==> config.mk <==
export PLATFORM = sky130hd
export DESIGN_NAME = lf_adder
export DESIGN_NICKNAME = d
export VERILOG_FILES = /design/src/rtl/lf_adder_pkg.sv /design/src/rtl/lf_prefix_cell.sv /design/src/rtl/lf_adder.sv
export SDC_FILE = /design/constraint.sdc
export NUM_CORES = 1
export LEC_CHECK = 0
export BUFFER_PORTS_ARGS = -buffer_cell sky130_fd_sc_hd__buf_2
export CAP_MARGIN = 20
export CORE_UTILIZATION = 48
export CTS_CLUSTER_SIZE = 14
export DETAILED_ROUTE_END_ITERATION = 6
export PLACE_DENSITY = 0.91
export SLEW_MARGIN = 20
export SYNTH_ARGS = -nofsm -noshare
export SYNTH_HDL_FRONTEND = slang
export SYNTH_SLANG_ARGS = --single-unit
==> constraint.sdc <==
create_clock -name clk -period 0.8 [get_ports clk]
set_clock_uncertainty 0.1 [all_clocks]
set_input_delay 0.12 -clock clk [delete_from_list [all_inputs] [get_ports clk]]
set_output_delay 0.12 -clock clk [all_outputs]
set_load 0.02 [all_outputs]
==> src/rtl/lf_adder_pkg.sv <==
// Shared types and the prefix operator for the Ladner-Fischer adder.
package lf_adder_pkg;

  localparam int LFA_WIDTH  = 32;
  localparam int LFA_LEVELS = $clog2(LFA_WIDTH);

  typedef struct packed {
    logic g;
    logic p;
  } pg_t;

  // (G,P) o (G',P') = (G | P&G', P&P'); hi is the more significant span
  function automatic pg_t pg_combine(input pg_t hi, input pg_t lo);
    pg_t r;
    r.g = hi.g | (hi.p & lo.g);
    r.p = hi.p & lo.p;
    return r;
  endfunction

endpackage

==> src/rtl/lf_prefix_cell.sv <==
// One prefix node. A grey cell (GREY=1) sits where the span already reaches
// bit 0, so only the group generate is meaningful and P is tied low.
module lf_prefix_cell
  import lf_adder_pkg::*;
#(
  parameter bit GREY = 1'b0
) (
  input  pg_t hi,
  input  pg_t lo,
  output pg_t pg
);

  if (GREY) begin : g_grey
    logic unused_lo_p;
    assign pg.g        = hi.g | (hi.p & lo.g);
    assign pg.p        = 1'b0;
    assign unused_lo_p = lo.p;
  end else begin : g_black
    assign pg = pg_combine(hi, lo);
  end

endmodule

==> src/rtl/lf_adder.sv <==
// Registered Ladner-Fischer prefix adder: s_list/c = a + b (+ cin), 1-cycle latency.
// Optional carry-in port enabled by defining LFA_CIN_EN.
module lf_adder
  import lf_adder_pkg::*;
#(
  parameter int WIDTH = LFA_WIDTH
) (
  input  logic             clk,
  input  logic             rst_n,
  input  logic [WIDTH-1:0] a,
  input  logic [WIDTH-1:0] b,
`ifdef LFA_CIN_EN
  input  logic             cin,
`endif
  output logic [WIDTH-1:0] s_list,
  output logic             c
);

  localparam int LEVELS = $clog2(WIDTH);

  if (WIDTH < 2 || WIDTH > 64 || (WIDTH & (WIDTH - 1)) != 0) begin : g_bad_width
    $error("lf_adder: WIDTH must be a power of two in 2..64");
  end

  // lvl[l][i] is node i entering level l; lvl[LEVELS][i].g = G[i:0]
  pg_t lvl [LEVELS+1][WIDTH];

  logic             cin_bit;
  logic [WIDTH-1:0] p_bit;
  logic [WIDTH-1:0] g_pre;
  logic [WIDTH-1:0] unused_p;
  logic [WIDTH-1:0] s_next;
  logic             c_next;

`ifdef LFA_CIN_EN
  assign cin_bit = cin;
`else
  assign cin_bit = 1'b0;
`endif

  for (genvar i = 0; i < WIDTH; i++) begin : g_pg
    if (i == 0) begin : g_lsb
      // carry-in folded into bit 0 so the tree sees it as a generate
      assign lvl[0][0].g = (a[0] & b[0]) | ((a[0] ^ b[0]) & cin_bit);
    end else begin : g_other
      assign lvl[0][i].g = a[i] & b[i];
    end
    assign lvl[0][i].p = a[i] ^ b[i];
  end

  for (genvar l = 0; l < LEVELS; l++) begin : g_level
    for (genvar i = 0; i < WIDTH; i++) begin : g_node
      if (((i >> l) & 1) == 1) begin : g_cell
        localparam int J = ((i >> l) << l) - 1;
        lf_prefix_cell #(
          .GREY((i >> (l + 1)) == 0)
        ) u_cell (
          .hi(lvl[l][i]),
          .lo(lvl[l][J]),
          .pg(lvl[l+1][i])
        );
      end else begin : g_buf
        assign lvl[l+1][i] = lvl[l][i];
      end
    end
  end

  for (genvar i = 0; i < WIDTH; i++) begin : g_tap
    assign p_bit[i]    = lvl[0][i].p;
    assign g_pre[i]    = lvl[LEVELS][i].g;
    assign unused_p[i] = lvl[LEVELS][i].p;
  end

  assign s_next = p_bit ^ {g_pre[WIDTH-2:0], cin_bit};
  assign c_next = g_pre[WIDTH-1];

  always_ff @(posedge clk or negedge rst_n) begin
    if (!rst_n) begin
      s_list <= '0;
      c      <= 1'b0;
    end else begin
      s_list <= s_next;
      c      <= c_next;
    end
  end

endmodule

# Word level (Yosys, flattened, before mapping)
# Cells that the tools add are included.
op_classes:
  bitwise_logic: 274
ops:
  columns: ["cell", "n"]
  rows:
  - ["$and 1x1->1", 161]
  - ["$or 1x1->1", 80]
  - ["$xor 1x1->1", 32]
  - ["$xor 32x32->32", 1]
word_totals:
  reg_bits: 33
  input_bits: 66
  output_inout_bits: 33
  elab_cells: 276

# Depth between registers and ports, before layout
logic_depth:
  depth_word: 12
  mapped_depth: 9
  mapped_depth_nobuf: 9

# Modules after synthesis
# From an unflattened synthesis, not the netlist that was laid out.
unflattened:
  hier_cells: 287
  hier_area_um2: 2815.2
modules_own_cells:
  columns: ["module", "instances", "cells_per_inst", "area_each_um2", "seq_area_each_um2"]
  rows:
  - ["lf_adder", 1, 96, 1497.7, 825.8]
  - ["lf_prefix_cell (g_level[0].g_node[11].g_cell.u_cell ...)", 49, 2, 15.0, 0.0]
  - ["lf_prefix_cell (g_level[0].g_node[1].g_cell.u_cell ...)", 31, 3, 18.8, 0.0]

# Worst setup path after synthesis
# OpenSTA, ideal clock, no wires.
synth_path:
  path_type: "in2reg"
  startpoint: "input a[0]"
  endpoint: "register s_list[9]"
  setup_time_ps: 126
  t_arrival_ps: 2216
  required_ps: 574
  path_slack_ps: -1642
  stages: 8
  n_path_buf: 0
  path_cell_list: "ha_1 -> fa_1 -> a211o_2 -> a221o_2 -> a21oi_1 -> o21bai_1 -> fa_1 -> xor2_1"
synth_via:
  elab_chain_len: 10
synth_lines:
  columns: ["element", "line", "rtl"]
  rows:
  - ["start: declaration", "lf_adder.sv:10", "input logic [WIDTH-1:0] a,"]
  - ["$and 1x1->1", "lf_adder.sv:44", "assign lvl[0][0].g = (a[0] & b[0]) | ((a[0] ^ b[0]) & cin_bit);"]
  - ["$and 1x1->1", "lf_prefix_cell.sv:15", "assign pg.g = hi.g | (hi.p & lo.g);"]
  - ["$or 1x1->1", "lf_prefix_cell.sv:15", null]
  - ["$and 1x1->1", "lf_prefix_cell.sv:15", null]
  - ["$or 1x1->1", "lf_prefix_cell.sv:15", null]
  - ["$and 1x1->1", "lf_prefix_cell.sv:15", null]
  - ["$or 1x1->1", "lf_prefix_cell.sv:15", null]
  - ["$and 1x1->1", "lf_prefix_cell.sv:15", null]
  - ["$or 1x1->1", "lf_prefix_cell.sv:15", null]
  - ["$xor 32x32->32", "lf_adder.sv:74", "assign s_next = p_bit ^ {g_pre[WIDTH-2:0], cin_bit};"]
  - ["net s_next[9]", "lf_adder.sv:32", "logic [WIDTH-1:0] s_next;"]
  - ["end signal: assignment", "lf_adder.sv:82", "s_list <= s_next;"]
  - ["end: declaration", "lf_adder.sv:15", "output logic [WIDTH-1:0] s_list,"]
# The timed path passes the listed nets, and every way through them passes these cells.

# Final worst setup path
layout_path:
  startpoint: "input b[13]"
  endpoint: "register s_list[27]"
layout_via:
  elab_chain_len: 10
  word_cells_on_any_way: 16
  cone_classes: "bitwise (16)"
layout_lines:
  columns: ["element", "line", "rtl"]
  rows:
  - ["start: declaration", "lf_adder.sv:11", "input logic [WIDTH-1:0] b,"]
  - ["$xor 1x1->1", "lf_adder.sv:48", "assign lvl[0][i].p = a[i] ^ b[i];"]
  - ["$and 1x1->1", "lf_adder_pkg.sv:15", "r.g = hi.g | (hi.p & lo.g);"]
  - ["$or 1x1->1", "lf_adder_pkg.sv:15", null]
  - ["$and 1x1->1", "lf_adder_pkg.sv:15", null]
  - ["$or 1x1->1 (2 in a row)", "lf_adder_pkg.sv:15", null]
  - ["$or 1x1->1 *", "lf_prefix_cell.sv:15", null]
  - ["$and 1x1->1 *", "lf_prefix_cell.sv:15", null]
  - ["$or 1x1->1 *", "lf_prefix_cell.sv:15", null]
  - ["$xor 32x32->32 *", "lf_adder.sv:74", null]
  - ["net s_next[27]", "lf_adder.sv:32", null]
# The timed path passes the listed nets; every way through them passes the cells marked *.

==> metrics <==
outcome=complete, but fails checks; violated checks=negative hold slack, negative setup slack; Routed Antenna Nets=0; CP Class=primary input to flop; Core Area=between 4000 and 5000 sq um; setup ws final=-1.637 ns; Critical Path Sink Type=flop; Critical Path Fanout Max=5; Final Non-Filler Cells=between 400 and 500; final instance area=3965 sq um; ys flop type=dfrtp_1; post-layout util=0.8982; Final period util=3.046; Synthesis Warnings=0; GR Util All Layers=0.3643; Synth Register Bits=33; Cell Rows=24; largest area contributor in the netlist=dfrtp_1; Post-Syn Area=2225 sq um; RSZ-0062 raised after global routing=true; GP Congestion=between 0.8 and 0.9; initial antenna violation count=0; Net count, final=481; most frequent cells in the layout=63 x buf_2, 58 x buf_4, 45 x buf_6, 33 x dfrtp_1, 27 x ha_1; top routing layer used=met4; arrival time worst endpoint=roughly 2.5 ns; share of cells above drive strength 1=0.5974; Post-synth EDFFs=0; CTS Sinks=33; met3 wire length=~1100 um; clk slew on worst S/H paths=0.07 ns; critical path's largest stage delay=0.43 ns; Num CTS Buffers=5; placed cells=414; CP cell instances=buf_2 -> ha_1 -> a21oi_2 -> o21ai_1 -> a221o_1 -> a31oi_4 -> buf_6 -> nor3_4 -> nor3_2 -> xnor2_1; ranking of synthesized cells by area=dfrtp_1 37%, ha_1 17%, fa_1 4.5%; Slowest cell on crit path=ha_1; largest net degree at the start of global routing=34; Die Wd=70.08 um; P_leak=2.032 nW; CTS Root Cell=clkbuf_8; synthesis-to-layout area growth=78.23%; Pwr per Cell Area=approximately 1800 nW/um^2; relative slew slack=0.5464; Hold Violations, Final=1; Starting Density=0.5040; htree depth=2; Via density=6.345; Yosys cell types=42; drt wl/cell=25.07 um; vias in the first global route=2,685; via count=about 2,700; startpoint types=primary input; CTS tree=built; fmax=around 400 MHz; die span in y=70.08 um; M1 wire length=3493 um; Total Power=7.292 mW; Worst VDD drop=0.001060 V; DRT Wirelength=roughly 11,000 um; Hold WS=-0.06312 ns; # IOs=99; DPL Wire Length=roughly 4900 um; crit path time final=2.437 ns; post-synthesis sequential area ratio=0.3712; placed cell area=3324 sq um; Least-Margin Pin Slew=between 0.6 and 0.7 ns; area of the die=4911 sq um; Antenna Diode Count=0; starting DRC count in detailed routing=268; top cell type's share of synthesized area=0.3712; average size of a mapped cell=10.85 sq um; # port buffers=98; Worst Path Required=0.88 ns; global-route wire length before repair=13,500 um; Pre-antenna DRT Iters=5; Max Cap Viol=0; WL met2=5135 um; crit path buf inv count=2; FFs w/ async S/R, synth=1.000; most common cell after layout, fill and taps aside=buf_2; GRT overflow=0; syn_nets=307; delay-heaviest family, CP=compound AO/OA/AOI/OAI gates; DRC viols=0; worst min path class=primary input to flop; pins over their slew limit=0; Max clock buf depth=2; # setup viols final=64; Post-Syn Instances=205; Post-CTS Hold Fix Bufs=1
[path summary, 6_finish.rpt]
kind | from | endpoint | slack [ns] | depth (start not counted)
max in group asynchronous | rst_n | s_list[19] | 0.18 | 3
setup / recovery | b[13] | s_list[27] | -1.64 | 10
min in group asynchronous | rst_n | s_list[5] | 0.21 | 3
hold / removal | a[0] | s_list[0] | -0.06 | 2
[kinds of logic after synthesis]
family,after synthesis,synth area share
adders and majority gates,36,0.2193
and+or+nand+nor,39,0.08943
DFF,33,0.3712
AOI/OAI and AO/OA,64,0.2194
xor gates and xnor gates,20,0.07874
buffers and inverters,13,0.02194
[layout make-up]
| class | instances | area, sq um |
|---|---|---|
| sequential | 33 | 825.8 |
| timing repair buffer | 169 | 1308 |
| clock buffer | 6 | 72.57 |
| inverter | 11 | 41.29 |
| tap | 52 | 65.06 |
| fill | 162 | 449.2 |
| clock inverter | 2 | 10.01 |
| multi-input combinational | 159 | 1643 |
[metrics by stage]
| stage | hold slack, ns | setup TNS, ns | worst slack, ns |
|---|---|---|---|
| floorplan | -0.2756 | -36.04 | -1.518 |
| global placement | -0.01542 | -43.04 | -1.648 |
| detailed placement | -0.01193 | -44.58 | -1.712 |
| CTS | -0.05376 | -40.27 | -1.337 |
| global route | -0.07864 | -48.83 | -1.759 |
| finish | -0.06312 | -46.16 | -1.637 |
[power breakdown]
group          total, mW  internal (mW)  leakage (nW)  switching [mW]
registers           2.22           2.01         0.384           0.207
clock network       1.31          0.604        0.0450           0.710
logic               3.76           1.89          1.60            1.87
[layer usage]
layer,GRT usage,up-vias
li1,-,1090
met1,0.3942,1266
met2,0.6346,276
met3,0.07648,109
met4,0.2467,0
met5,0,-
[Yosys cell counts (3+ instances only)]
library cell / n
a21oi_1: 11
nor2_1: 11
fa_1: 5
dfrtp_1: 33
nand2_1: 8
ha_1: 31
nand2b_1: 5
xor2_1: 9
a211oi_1: 3
o21ai_0: 9
and3_1: 3
nand3_1: 4
inv_1: 11
o21a_1: 4
o21bai_1: 3
xnor2_1: 11
a21o_1: 12
[registers in the layout, summed over array words and instances (netlist names)]
signal,cells
c,1
s_list,32
[what timing repair did]
action                     4_1_cts  5_1_grt
hold endpoints to repair        34        1
setup endpoints to repair       64       64
pin swaps                       27       21
buffers inserted                 8        5
gates cloned                     0        0
gates resized for setup        102       14
Note: power is estimated with default switching activity, not from simulation.
